### config.mk
export PLATFORM = sky130hd
export DESIGN_NAME = pc_stack_sequencer_flat
export DESIGN_NICKNAME = d
export VERILOG_FILES = /design/src/rtl/pc_stack_sequencer_if.sv /design/src/rtl/pc_stack_sequencer.sv /design/src/flat_wrapper.sv
export SDC_FILE = /design/constraint.sdc
export NUM_CORES = 1
export LEC_CHECK = 0
export BUFFER_PORTS_ARGS = -buffer_cell sky130_fd_sc_hd__buf_2
export CAP_MARGIN = 20
export CORE_MARGIN = 4
export CORE_UTILIZATION = 50
export DETAILED_ROUTE_END_ITERATION = 10
export PLACE_DENSITY = 0.76
export SETUP_SLACK_MARGIN = 0.05
export SLEW_MARGIN = 20
export SYNTH_ARGS = -nofsm -noshare
export SYNTH_HDL_FRONTEND = slang
export SYNTH_SLANG_ARGS = --single-unit
### constraint.sdc
create_clock -name clk -period 3.3 [get_ports clk]
set_input_delay 0.495 -clock clk [delete_from_list [all_inputs] [get_ports clk]]
set_output_delay 0.495 -clock clk [all_outputs]
set_load 0.02 [all_outputs]
### src/rtl/pc_stack_sequencer_if.sv
// Decoder-to-sequencer strobes plus the fetch address/stack depth returned to the decoder.
// Combinational bundle only (no latency). No backpressure; status pins exist only with PC_STACK_STATUS_EN.
// The master side is the instruction decoder; the slave side is pc_stack_sequencer.
interface pc_stack_sequencer_if #(
    parameter int PC_WIDTH = 13
);
    logic                pc_incr_en;
    logic                pc_j_en;
    logic                pc_call_en;
    logic                pc_ret_en;
    logic                pcl_wr_en;
    logic [7:0]          pcl_wr_data;
    logic [4:0]          pclath;
    logic [10:0]         j_addr;
    logic [PC_WIDTH-1:0] pc;
    logic [3:0]          stack_depth;
`ifdef PC_STACK_STATUS_EN
    logic                stack_flag_clr;
    logic                stack_ovf;
    logic                stack_unf;

    modport master (
        output pc_incr_en, pc_j_en, pc_call_en, pc_ret_en, pcl_wr_en,
        output pcl_wr_data, pclath, j_addr, stack_flag_clr,
        input  pc, stack_depth, stack_ovf, stack_unf
    );
    modport slave (
        input  pc_incr_en, pc_j_en, pc_call_en, pc_ret_en, pcl_wr_en,
        input  pcl_wr_data, pclath, j_addr, stack_flag_clr,
        output pc, stack_depth, stack_ovf, stack_unf
    );
`else
    modport master (
        output pc_incr_en, pc_j_en, pc_call_en, pc_ret_en, pcl_wr_en,
        output pcl_wr_data, pclath, j_addr,
        input  pc, stack_depth
    );
    modport slave (
        input  pc_incr_en, pc_j_en, pc_call_en, pc_ret_en, pcl_wr_en,
        input  pcl_wr_data, pclath, j_addr,
        output pc, stack_depth
    );
`endif
endinterface

### src/rtl/pc_stack_sequencer.sv
// PIC16F program counter with 8-level circular call/return stack; PC_STACK_STATUS_EN adds sticky ovf/unf flags.
// Latency: a strobe sampled at edge N shows its new pc right after edge N.
// Backpressure: none; strobes are single-cycle pulses, priority ret > call > j > pcl_wr > incr.
module pc_stack_sequencer #(
    parameter int                  PC_WIDTH     = 13,
    parameter int                  STACK_DEPTH  = 8,
    parameter logic [PC_WIDTH-1:0] RESET_VECTOR = 13'h0000
) (
    input logic                 clk,
    input logic                 rst,
    pc_stack_sequencer_if.slave bus
);
    localparam int         SPW       = $clog2(STACK_DEPTH);
    localparam logic [3:0] DEPTH_MAX = 4'(STACK_DEPTH);

    logic [PC_WIDTH-1:0] pc_q, pc_d;
    logic [PC_WIDTH-1:0] pc_inc, j_target, pcl_target;
    logic [PC_WIDTH-1:0] stack_q [STACK_DEPTH];
    logic [SPW-1:0]      sp_q, sp_d, sp_m1;
    logic [3:0]          depth_q, depth_d;
    logic                ret_win, call_win, push;

    assign pc_inc     = pc_q + PC_WIDTH'(1);
    assign j_target   = PC_WIDTH'({bus.pclath[4:3], bus.j_addr});
    assign pcl_target = PC_WIDTH'({bus.pclath, bus.pcl_wr_data});
    assign sp_m1      = sp_q - SPW'(1);
    assign ret_win    = bus.pc_ret_en;
    assign call_win   = bus.pc_call_en & ~bus.pc_ret_en;

    always_comb begin
        pc_d    = pc_q;
        sp_d    = sp_q;
        depth_d = depth_q;
        push    = 1'b0;
        if (ret_win) begin
            // An empty stack still pops circularly; only the depth count saturates.
            sp_d    = sp_m1;
            pc_d    = stack_q[sp_m1];
            depth_d = (depth_q == 4'd0) ? 4'd0 : depth_q - 4'd1;
        end else if (call_win) begin
            push    = 1'b1;
            sp_d    = sp_q + SPW'(1);
            pc_d    = j_target;
            depth_d = (depth_q == DEPTH_MAX) ? DEPTH_MAX : depth_q + 4'd1;
        end else if (bus.pc_j_en) begin
            pc_d = j_target;
        end else if (bus.pcl_wr_en) begin
            pc_d = pcl_target;
        end else if (bus.pc_incr_en) begin
            pc_d = pc_inc;
        end
    end

    always_ff @(posedge clk) begin
        if (rst) begin
            pc_q    <= RESET_VECTOR;
            sp_q    <= '0;
            depth_q <= 4'd0;
            for (int i = 0; i < STACK_DEPTH; i++) begin
                stack_q[i] <= '0;
            end
        end else begin
            pc_q    <= pc_d;
            sp_q    <= sp_d;
            depth_q <= depth_d;
            // A full stack overwrites its oldest slot, matching PIC behaviour.
            if (push) begin
                stack_q[sp_q] <= pc_inc;
            end
        end
    end

    assign bus.pc          = pc_q;
    assign bus.stack_depth = depth_q;

`ifdef PC_STACK_STATUS_EN
    logic ovf_q, unf_q, ovf_set, unf_set;

    assign ovf_set = call_win & (depth_q == DEPTH_MAX);
    assign unf_set = ret_win & (depth_q == 4'd0);

    // Set beats a coincident clear so an event in the clearing cycle is not lost.
    always_ff @(posedge clk) begin
        if (rst) begin
            ovf_q <= 1'b0;
            unf_q <= 1'b0;
        end else begin
            if (ovf_set)                 ovf_q <= 1'b1;
            else if (bus.stack_flag_clr) ovf_q <= 1'b0;
            if (unf_set)                 unf_q <= 1'b1;
            else if (bus.stack_flag_clr) unf_q <= 1'b0;
        end
    end

    assign bus.stack_ovf = ovf_q;
    assign bus.stack_unf = unf_q;
`endif
endmodule
### src/flat_wrapper.sv
// flat-port wrapper written by rule: the top's interface ports become plain ports
module pc_stack_sequencer_flat 
#(
    parameter int                  PC_WIDTH     = 13,
    parameter int                  STACK_DEPTH  = 8,
    parameter logic [PC_WIDTH-1:0] RESET_VECTOR = 13'h0000
)
  (clk, rst, bus_pc_incr_en, bus_pc_j_en, bus_pc_call_en, bus_pc_ret_en, bus_pcl_wr_en, bus_pcl_wr_data, bus_pclath, bus_j_addr, bus_pc, bus_stack_depth);
  pc_stack_sequencer_if #(.PC_WIDTH(PC_WIDTH)) bus_i ();
  input logic clk;
  input logic rst;
  input wire logic [$bits(bus_i.pc_incr_en)-1:0] bus_pc_incr_en;
  input wire logic [$bits(bus_i.pc_j_en)-1:0] bus_pc_j_en;
  input wire logic [$bits(bus_i.pc_call_en)-1:0] bus_pc_call_en;
  input wire logic [$bits(bus_i.pc_ret_en)-1:0] bus_pc_ret_en;
  input wire logic [$bits(bus_i.pcl_wr_en)-1:0] bus_pcl_wr_en;
  input wire logic [$bits(bus_i.pcl_wr_data)-1:0] bus_pcl_wr_data;
  input wire logic [$bits(bus_i.pclath)-1:0] bus_pclath;
  input wire logic [$bits(bus_i.j_addr)-1:0] bus_j_addr;
  output wire logic [$bits(bus_i.pc)-1:0] bus_pc;
  output wire logic [$bits(bus_i.stack_depth)-1:0] bus_stack_depth;
  assign bus_i.pc_incr_en = bus_pc_incr_en;
  assign bus_i.pc_j_en = bus_pc_j_en;
  assign bus_i.pc_call_en = bus_pc_call_en;
  assign bus_i.pc_ret_en = bus_pc_ret_en;
  assign bus_i.pcl_wr_en = bus_pcl_wr_en;
  assign bus_i.pcl_wr_data = bus_pcl_wr_data;
  assign bus_i.pclath = bus_pclath;
  assign bus_i.j_addr = bus_j_addr;
  assign bus_pc = bus_i.pc;
  assign bus_stack_depth = bus_i.stack_depth;
  pc_stack_sequencer #(.PC_WIDTH(PC_WIDTH), .STACK_DEPTH(STACK_DEPTH), .RESET_VECTOR(RESET_VECTOR)) u_core (.clk(clk), .rst(rst), .bus(bus_i));
endmodule
# Yosys cells after proc, flatten, opt, wreduce, memory -nomap -nowiden
# Memories as Yosys holds them, arrays and structs flattened.
# Cells that the tools add are included.
op_classes:
  n_addsub: 5
  n_eq_ne: 1
  n_mux: 21
  bitwise_logic: 2
  reduce_logical: 4
op_table:
  columns: ["cell", "n"]
  rows:
  - ["13-bit 2-to-1 mux", 6]
  - ["4-bit 2-to-1 mux", 4]
  - ["13-bit by 1-bit adder with 13-bit output, second input constant", 1]
  - ["13-bit OR reduction", 1]
  - ["3-bit 2-to-1 mux", 3]
  - ["1-bit 2-to-1 mux", 8]
  - ["5-bit nonzero test", 1]
  - ["4-bit by 1-bit adder with 4-bit output, second input constant", 1]
  - ["4-bit equality test, second input constant", 1]
  - ["4-bit logical NOT", 1]
  - ["4-bit by 1-bit subtractor with 4-bit output, second input constant", 1]
  - ["3-bit by 1-bit adder with 3-bit output, second input constant", 1]
  - ["3-bit by 1-bit subtractor with 3-bit output, second input constant", 1]
  - ["2-bit nonzero test", 1]
  - ["1-bit bitwise AND", 1]
  - ["1-bit NOT", 1]
totals:
  reg_bits: 20
  ram_bits: 104
  inputBits: 31
  output_inout_bits: 17
  wordCells: 37
  memories: 1
mem_list:
  columns: ["memory", "depth", "word_bits", "read_ports", "rd_clocked_by_memory_dff", "write_ports", "line_no", "rtl"]
  rows:
  - ["u_core.stack_q", 8, 13, 1, 0, 8, "pc_stack_sequencer.sv:18", "logic [PC_WIDTH-1:0] stack_q [STACK_DEPTH];"]

# Logic depth before layout (Yosys ltp)
# Gate-level depths: netlist (run 1).
logic_depth:
  word_depth: 9
  ltp_mapped: 11
  mapped_depth_nobuf: 7

# Least setup slack after synthesis (run 1)
# No wires, ideal clock.
synth_timing:
  kind: "flip-flop to flip-flop"
  start: "reg u_core.sp_q[0]"
  end: "reg u_core.pc_q[9] (netlist: u_core.bus.pc[9])"
  setup_ps: 120
  t_arrival_ps: 2349
  required_time_ps: 3180
  slack_ps: 831
  stages_incl_launch_ff: 11
  path_buffers: 4
  period_less_slack_ps: 2469
  path_cell_list: "dfxtp_1 -> buf_4 -> buf_4 -> inv_1 -> ha_1 -> buf_2 -> clkbuf_1 -> mux4_2 -> nand2_1 -> a21oi_1 -> a211o_1"
synth_via:
  elab_chain_cells: 3
synth_rtl:
  columns: ["element", "line_no", "rtl"]
  rows:
  - ["from (decl)", "pc_stack_sequencer.sv:19", "logic [SPW-1:0] sp_q, sp_d, sp_m1;"]
  - ["from (signal assigned)", "pc_stack_sequencer.sv:64", "sp_q <= sp_d;"]
  - ["3-bit by 1-bit subtractor with 3-bit output", "pc_stack_sequencer.sv:26", "assign sp_m1 = sp_q - SPW'(1);"]
  - ["memory 8 x 13 bit", null, null]
  - ["13-bit 2-to-1 mux", "pc_stack_sequencer.sv:35", "if (ret_win) begin"]
  - ["to (signal assigned)", "pc_stack_sequencer.sv:63", "pc_q <= pc_d;"]
  - ["to (decl)", "pc_stack_sequencer.sv:16", "logic [PC_WIDTH-1:0] pc_q, pc_d;"]
# Every way passes these cells.
# A chain may end at the register's enable or synchronous reset.

# Final worst setup path (run 1)
layout_timing:
  start: "reg u_core.pc_q[0] (netlist: u_core.bus.pc[0])"
  end: "reg u_core.pc_q[12] (netlist: u_core.bus.pc[12])"
layout_via:
  elab_chain_cells: 6
layout_rtl:
  columns: ["element", "line_no", "rtl"]
  rows:
  - ["13-bit by 1-bit adder with 13-bit output", "pc_stack_sequencer.sv:23", "assign pc_inc = pc_q + PC_WIDTH'(1);"]
  - ["13-bit 2-to-1 mux", "pc_stack_sequencer.sv:49", "end else if (bus.pc_incr_en) begin"]
  - ["13-bit 2-to-1 mux", "pc_stack_sequencer.sv:47", "end else if (bus.pcl_wr_en) begin"]
  - ["13-bit 2-to-1 mux", "pc_stack_sequencer.sv:45", "end else if (bus.pc_j_en) begin"]
  - ["13-bit 2-to-1 mux", "pc_stack_sequencer.sv:40", "end else if (call_win) begin"]
  - ["13-bit 2-to-1 mux", "pc_stack_sequencer.sv:35", null]
# Every way passes these cells. The select of a mux whose other input is x is not followed.

==> impl_metrics.ini, run 1 <==
[run_status]
outcome = complete, no violations

[yosys]
synth_xor_area_share_pct = 2.33
yosysWarnings = 0
synth_compound_area_share_pct = 7.34
synthTopCellsByCount = nor2_1, edfxtp_1, nand2_1
ys_seq_area_share_pct = 59.2
synth-main-ff-cell = edfxtp_1
yosys.area.top_type_share_pct = 52.5
synth_adder_area_share_pct = 1.05
synth_cell_types = 49
yosys.area_share.simple_pct = 17.1
async_flop_share_pct = 0
post-synth-top-count-cell = nor2_1
ys_ff_latch = 124
yosys.area.top_type = edfxtp_1
synth_edf_count = 104
netlist_area_mm2 = 0.00595
synthMuxAreaShare_pct = 10.2
synth_top_family_by_area = simple AND/OR/NAND/NOR gates
synthesis.nets = 534
yosys-top-cells-area = edfxtp_1, mux4_2, nor2_1
syn_inst = 498
avgSynthCellArea_um2 = 11.9

[timing]
finalCritPeriodShare_pct = 81.4
max_clock_freq_mhz = 372
tns_ns = 0
rsz0062_at_grt = false
slew_headroom_pct = 35.9
skew_ns = 0.0106
drv_slew = 0
min_period_ns = 2.69
final-setup-viol-count = 0
finalHoldViolations = 0
tightest_slew_ns = 0.958

[clocking]
worst_skew_pair.late_latency_ns = 0.41
h-tree-depth = 4
cts_tree = built
cts-root-buf = clkbuf_16
cts_hold_buf = 0
cts.sinks = 124
post_cts_resized = 0
post-cts-setup-buffer-count = 0
clk_pin_slew_ns = 0.06
cts_buffer_depth = 2
cts_made_buffers = 17

[setup_path]
path_class = reg2reg
cp.buffers_inverters = 0
worstPathRequired_ns = 3.58
crit_family = XOR/XNOR gates
path_max_fanout = 14
slowest_delay_ns = 0.75
worst_path_max_delay_cell = xor2_1
arrival_ns = 2.97
crit_path_cell_trace = ha_1, and4_4, nand4_1, xor2_1, a211o_1, a311oi_1
worstSetupStartpointType = flip-flop
end_kind = flip-flop

[placement]
dp.cells = 682
hpwl_mm = 10.8
port_buffers = 47
gp_congestion = 0.902

[run]
maxCapViolations = 0

[routing]
vias = 4453
totalWireLength_mm = 16.1
first_iter_violations = 794
routed_via_density = 6.24
drc = 0
ant_nets = 0
wl_per_cell_um = 22.5
first_pass_iters = 6

[global_routing]
grt_max_degree = 37
grt_pass1_vias = 4338
antenna_found_initial = 0
grtUsageTotal_pct = 24.8
overflow = 0
grt_pass1_wl_mm = 24.8

[pwr]
power_density_mw_per_mm2 = 651
leakagePower_nw = 2.63
clkPwrFrac_pct = 44.2
combinationalPowerShare_pct = 15.1
switching_share_pct = 26.2
vdd_ir_drop_max_v = 0.000379
power_frac_seq_pct = 40.7
total_power_mw = 4.59
power.internal_mw = 3.39
switchingPower_mw = 1.20

[cells_and_area]
syn_to_final_growth_pct = 18.5
stdcell_count = 714
antenna_cells = 0
nets = 594
drive_gt1_share_pct = 23.5

[floorplanning]
die-width_um = 117
die_h_um = 117
die_area_mm2 = 0.0137
start_util_pct = 51.7
core_area_mm2 = 0.0115
rows = 39
io_pins = 48

[hold_path]
worstHoldPathType = in2reg
[cell families (layout without fill, tap and decap cells)]
group	after synthesis	in the layout
AND/OR/NAND/NOR	225	225
flip-flops	124	124
AO/OA/AOI/OAI	65	65
buffers and inverters	36	109
multiplexers	28	28
XOR/XNOR	15	15
adder cells (fa/ha/maj)	5	5
[tightest hold or removal path: stages]
cell      delay, ns
buf_2          0.07
a21o_1         0.09
o211ai_1       0.07
nand2_1        0.05
[per-layer routing]
| layer | global-route usage (%) | vias up | share of wire (%) |
|---|---|---|---|
| met5 | 0 | - | 0 |
| met4 | 8.03 | 0 | 1.9 |
| met3 | 5.96 | 30 | 12 |
| met2 | 40.3 | 317 | 48 |
| met1 | 33.2 | 2148 | 38 |
| li1 | - | 1958 | - |
[stage by stage]
stage,setup slack [ns],hold slack (ns),cell area [um^2],utilization [%]
final,0.613,0.401,7050,61.2
after global placement,0.716,0.513,6400,55.6
after global routing,0.563,0.435,7050,61.2
after detailed placement,0.723,0.550,6400,55.6
after floorplan,0.831,0.590,5950,-
after CTS,0.665,0.396,7050,61.2
[power by group through the flow]
stage	clock (mW)	sequential, mW	combinational, mW
after global routing	2.12	1.88	0.741
after detailed placement	0	1.90	0.679
final	2.03	1.87	0.693
after global placement	0	1.89	0.666
after floorplan	0	1.89	0.414
after CTS	2.04	1.86	0.685
[state kept, by name, indices dropped and copies added, names as in the netlist]
signal / flops
u_core.bus.pc: 13
u_core.stack_q: 104
u_core.sp_q: 3
u_core.bus.stack_depth: 4
[final cells by class]
cell class | instances | area [um^2]
clock buffer | 17 | 425
clock inverter | 15 | 220
fill | 866 | 4470
inverter | 6 | 22.5
multi-input combinational | 338 | 2260
sequential | 124 | 3520
tap | 143 | 179
timing repair buffer | 71 | 415
[worst paths after layout]
path                                           startpoint                        end  slack, ns  depth (start not counted)
worst max-delay path                     u_core.bus.pc[0]          u_core.bus.pc[12]       0.61                          6
worst min-delay path                        bus_j_addr[2]           u_core.bus.pc[2]       0.40                          4
worst max register to register           u_core.bus.pc[0]          u_core.bus.pc[12]       0.61                          6
worst min register to register  u_core.bus.stack_depth[3]  u_core.bus.stack_depth[3]       0.56                          2
[cells in the final DEF, fill, tap and decap left out, types with 12 or more instances in the layout]
cell       Yosys  routed
a211oi_1      13      13
a21oi_1       12      12
buf_2          9      47
buf_4          5      24
clkbuf_16      0      17
dfxtp_1       20      19
edfxtp_1     104     104
mux4_2        26      26
nand2_1       34      34
nand2b_1      12      12
nor2_1       130     130
o21ai_0       14      14
(Power assumes the default switching activity.)
==> inputs of run 2 (changes only) <==
- ABC_AREA: not set -> 1
- clock period: 3.3 -> 2.6 ns (I/O delays scaled with it)
==> impl_metrics.ini, run 2 <==
[run_status]
outcome = complete, no violations

[placement]
pre_cts_slack_ns = 0.366
hpwl_mm = 11.2
gp_congestion = 0.902
port_buffers = 47
dp.cells = 968
postPlaceCellArea_mm2 = 0.00677

[routing]
routed_via_density = 5.44
first_iter_violations = 710
ant_nets = 0
wl_met1_mm = 6.66
first_pass_iters = 6
wl_per_cell_um = 16.9
vias = 5444
wl_met3_mm = 1.42
dr_wl_met2_mm = 8.09
drc = 0
highest_layer = met4
totalWireLength_mm = 16.9

[timing]
slew_headroom_pct = 60.3
min_period_ns = 1.97
skew_ns = 0.00670
tightest_slew_ns = 0.595
rsz0062_at_grt = false
finalHoldViolations = 0
final-setup-viol-count = 0
drv_slew = 0
layout_setup_ws_ns = 0.630
finalCritPeriodShare_pct = 75.8
tns_ns = 0
max_clock_freq_mhz = 508

[clocking]
cts-root-buf = clkbuf_16
cts.sinks = 124
post-cts-setup-buffer-count = 0
h-tree-depth = 4
cts_tree = built
cts_buffer_depth = 2
cts_made_buffers = 17
clk_pin_slew_ns = 0.05
worst_skew_pair.late_latency_ns = 0.41
cts_hold_buf = 0
post_cts_resized = 0

[setup_path]
r2r-end = u_core.bus.pc[6]
worstSetupStartpointType = flip-flop
r2r_cells = 9
end_kind = flip-flop
arrival_ns = 2.31
path_class = reg2reg
r2r_start = u_core.sp_q[1]
r2r_slack_ns = 0.63
path_max_fanout = 11
worstPathRequired_ns = 2.94

[yosys]
synthTopCellsByCount = nor2_1, nand2_1, edfxtp_1
netlist_area_mm2 = 0.00640
synth_edf_count = 104
syn_inst = 765
avgSynthCellArea_um2 = 8.36
yosysWarnings = 0
synth-main-ff-cell = edfxtp_1
async_flop_share_pct = 0
post-synth-top-count-cell = nor2_1
ys_seq_area_share_pct = 55.1
yosys.area.top_type_share_pct = 48.8
yosys.area.top_type = edfxtp_1
synth_cell_types = 30
synthesis.nets = 801
yosys-top-cells-area = edfxtp_1, nor2_1, nand2_1
ys_ff_latch = 124

[cells_and_area]
nets = 851
regMostFlops = u_core.stack_q
largest_reg_flops = 104
multi_input_area_mm2 = 0.00235
final-seq-area_mm2 = 0.00352
fin_util_pct = 58.5
drive_gt1_share_pct = 13.2
fillerInstances = 1093
stdcell_count = 1000
final_cell_mix = nor2_1, nand2_1, edfxtp_1, o21ai_0, inv_1
antenna_cells = 0
final_common_cell = nor2_1
post-route-cell-area_mm2 = 0.00735
syn_to_final_growth_pct = 14.8

[hold_path]
hp-start = rst
hold_end = u_core.bus.stack_depth[1]
hold-path-cell-count = 2
worstHoldPathType = in2reg

[floorplanning]
die_h_um = 121
rows = 41
core_area_mm2 = 0.0126
die-width_um = 121
io_pins = 48
start_util_pct = 50.9
die_area_mm2 = 0.0147

[run]
maxCapViolations = 0

[global_routing]
grtUsageTotal_pct = 23.6
overflow = 0
grt_pass1_wl_mm = 26.1
grt_pass1_vias = 5095
grt_max_degree = 37
antenna_found_initial = 0

[pwr]
vdd_ir_drop_max_v = 0.000500
leakagePower_nw = 3.06
power_density_mw_per_mm2 = 758
run 2: where the power goes:
group	internal, mW	switching (mW)
Combinational	0.267	0.667
Sequential	2.26	0.0812
Clock	1.48	0.812
run 2: cell type report:
type                       count  area share, %
clock buffer                  25           6.61
clock inverter                 7           1.23
inverter                      66           3.37
multi-input combinational    532           31.9
sequential                   124           48.0
tap                          172           2.93
timing repair buffer          74           5.96
run 2: layer usage:
metal | vias to the layer above | GRT usage (%)
met3 | 45 | 4.90
met4 | 0 | 11.8
met1 | 2545 | 30.0
li1 | 2595 | -
met2 | 259 | 38.5
met5 | - | 0
run 2: kinds of logic after synthesis:
logic type,Yosys count,synth area share [%]
AO/OA/AOI/OAI,122,9.86
XOR/XNOR,6,1.11
adder cells (fa/ha/maj),5,0.978
buffers and inverters,109,8.25
flip-flops,124,55.1
AND/OR/NAND/NOR,399,24.7
run 2: worst max path at each step:
stage | cells past startpoint | slack [ns] | start | to
final | 9 | 0.63 | u_core.sp_q[1] | u_core.bus.pc[6]
after global routing | 11 | 0.45 | u_core.sp_q[1] | u_core.bus.pc[11]
after CTS | 9 | 0.69 | u_core.sp_q[1] | u_core.bus.pc[5]
after detailed placement | 10 | 0.37 | bus_pc_ret_en | u_core.stack_q[7][2]
after global placement | 10 | 0.40 | bus_pc_ret_en | u_core.stack_q[7][11]
after floorplan | 11 | 0.65 | u_core.sp_q[0] | u_core.bus.pc[3]
run 2: worst max-delay path, stage by stage, from the launching register on:
cell	delay (ns)
dfxtp_1	0.40
inv_1	0.11
ha_1	0.20
xor2_1	0.17
nand2_1	0.15
inv_1	0.30
nand2_1	0.12
nor2_1	0.24
nor2_1	0.09
a21oi_1	0.13
run 2: per-stage QoR:
step | hold slack, ns | power, mW
floorplan | 0.459 | 2.98
global route | 0.213 | 5.78
detailed placement | 0.561 | 3.30
global placement | 0.544 | 3.29
finish | 0.214 | 5.57
CTS | 0.201 | 5.58
==> inputs of run 3 (changes only) <==
- PLACE_DENSITY: 0.76 -> 0.79
- clock period: 2.6 -> 1.8 ns (I/O delays scaled with it)
==> impl_metrics.ini, run 3 (synthesis results as in run 2) <==
[timing]
slew_headroom_pct = 70.4
finalCritPeriodShare_pct = 93.9
drv_slew = 0
tightest_slew_ns = 0.444
max_clock_freq_mhz = 592
finalHoldViolations = 0
tns_ns = 0
skew_ns = 0.00848
min_period_ns = 1.69
rsz0062_at_grt = true
final-setup-viol-count = 0

[clocking]
cts_buffer_depth = 2
cts-root-buf = clkbuf_16
clk_pin_slew_ns = 0.06
worst_skew_pair.late_latency_ns = 0.42
h-tree-depth = 4
cts_hold_buf = 0
cts.sinks = 124
cts_tree = built
cts_made_buffers = 17

[routing]
vias = 5698
first_iter_violations = 913
routed_via_density = 5.54
wl_per_cell_um = 17.1
first_pass_iters = 5
ant_nets = 0
totalWireLength_mm = 17.6
drc = 0

[run]
maxCapViolations = 0

[global_routing]
overflow = 0
grt_max_degree = 65
grt_pass1_wl_mm = 27.4
antenna_found_initial = 0
grt_pass1_vias = 5359
grtUsageTotal_pct = 24.5

[floorplanning]
io_pins = 48
die_h_um = 121
start_util_pct = 50.9
die-width_um = 121
die_area_mm2 = 0.0147
rows = 41
core_area_mm2 = 0.0126

[placement]
hpwl_mm = 11.4
port_buffers = 47
gp_congestion = 0.916

[cells_and_area]
antenna_cells = 0
syn_to_final_growth_pct = 21.9
regMostFlops = u_core.stack_q
final_cell_mix = nor2_1, nand2_1, edfxtp_1, o21ai_0, inv_1
fillerInstances = 987
nets = 879
final_common_cell = nor2_1
drive_gt1_share_pct = 17.8
largest_reg_flops = 104

[setup_path]
path_max_fanout = 5
startpoint = u_core.sp_q[0]
path_class = reg2reg
r2r_start = u_core.sp_q[0]
arrival_ns = 1.99
worstPathRequired_ns = 2.10
r2r_slack_ns = 0.11
worstSetupStartpointType = flip-flop
end_kind = flip-flop

[pwr]
leakagePower_nw = 3.26
total_power_mw = 8.58
power_density_mw_per_mm2 = 1100
vdd_ir_drop_max_v = 0.000852

[hold_path]
hp-start = rst
worstHoldPathType = in2reg

[run_status]
outcome = complete, no violations
-- run 3: cell count changes in the layout (fill, tap and decap cells not counted), sizes merged --
cell | before | now
bufinv | 2 | 4
clkinvlp | 2 | 5
buf | 74 | 101
clkinv | 4 | 6
clkbuf | 25 | 17
inv | 65 | 67
-- run 3: timing repair --
| item | CTS | global route |
|---|---|---|
| setup endpoints to repair | 1 | 47 |
| buffers inserted | 0 | 0 |
| cloned | 0 | 1 |
| resized for setup | 1 | 20 |
-- run 3: power breakdown --
part           total, mW  switching (mW)  leakage, nW  internal, mW
clock               3.65            1.31        0.301          2.34
combinational       1.56            1.02         1.72         0.538
sequential          3.38           0.110         1.24          3.27
total               8.58            2.44         3.26          6.14
-- run 3: through the flow --
stage	std cells	worst slack (ns)	hold WS (ns)	util [%]	instance area, um^2
floorplan	765	0.0249	0.339	-	6420
global placement	995	0.0290	0.487	56.6	7110
detailed placement	995	0.0203	0.491	56.6	7110
CTS	1027	0.0483	0.0527	61.7	7750
global route	1028	0.0161	0.0770	62.1	7800
finish	1028	0.110	0.0650	62.1	7800
-- run 3: layout make-up --
class,count,area (um^2),area share (%)
Sequential cell,124,3530,45.2
Multi-Input combinational cell,532,2380,30.5
Timing Repair Buffer,101,778,9.98
Clock buffer,17,425,5.45
Inverter,66,256,3.29
Tap cell,172,215,2.76
Clock inverter,15,213,2.73
Timing Repair inverter,1,7.51,0.0962
-- run 3: worst max-delay path, cell delays in order, from the launching register on --
cell	delay, ns
dfxtp_2	0.35
inv_2	0.07
ha_4	0.16
xor2_1	0.16
nand2_2	0.17
clkinvlp_4	0.21
nand2_1	0.12
nor2_1	0.05
nor2_1	0.18
a21oi_1	0.10
-- run 3: path summary, 6_finish.rpt --
kind,to,cells past startpoint
setup reg to reg,u_core.bus.pc[5],9
setup / recovery,u_core.bus.pc[5],9
hold reg to reg,u_core.bus.stack_depth[1],2
hold / removal,u_core.bus.stack_depth[1],2
-- run 3: metal layers --
layer | track usage (%) | part of all wire (%)
met3 | 4.62 | 10
met4 | 12.5 | 4.2
met2 | 39.8 | 48
met5 | 0 | 0
met1 | 31.3 | 38
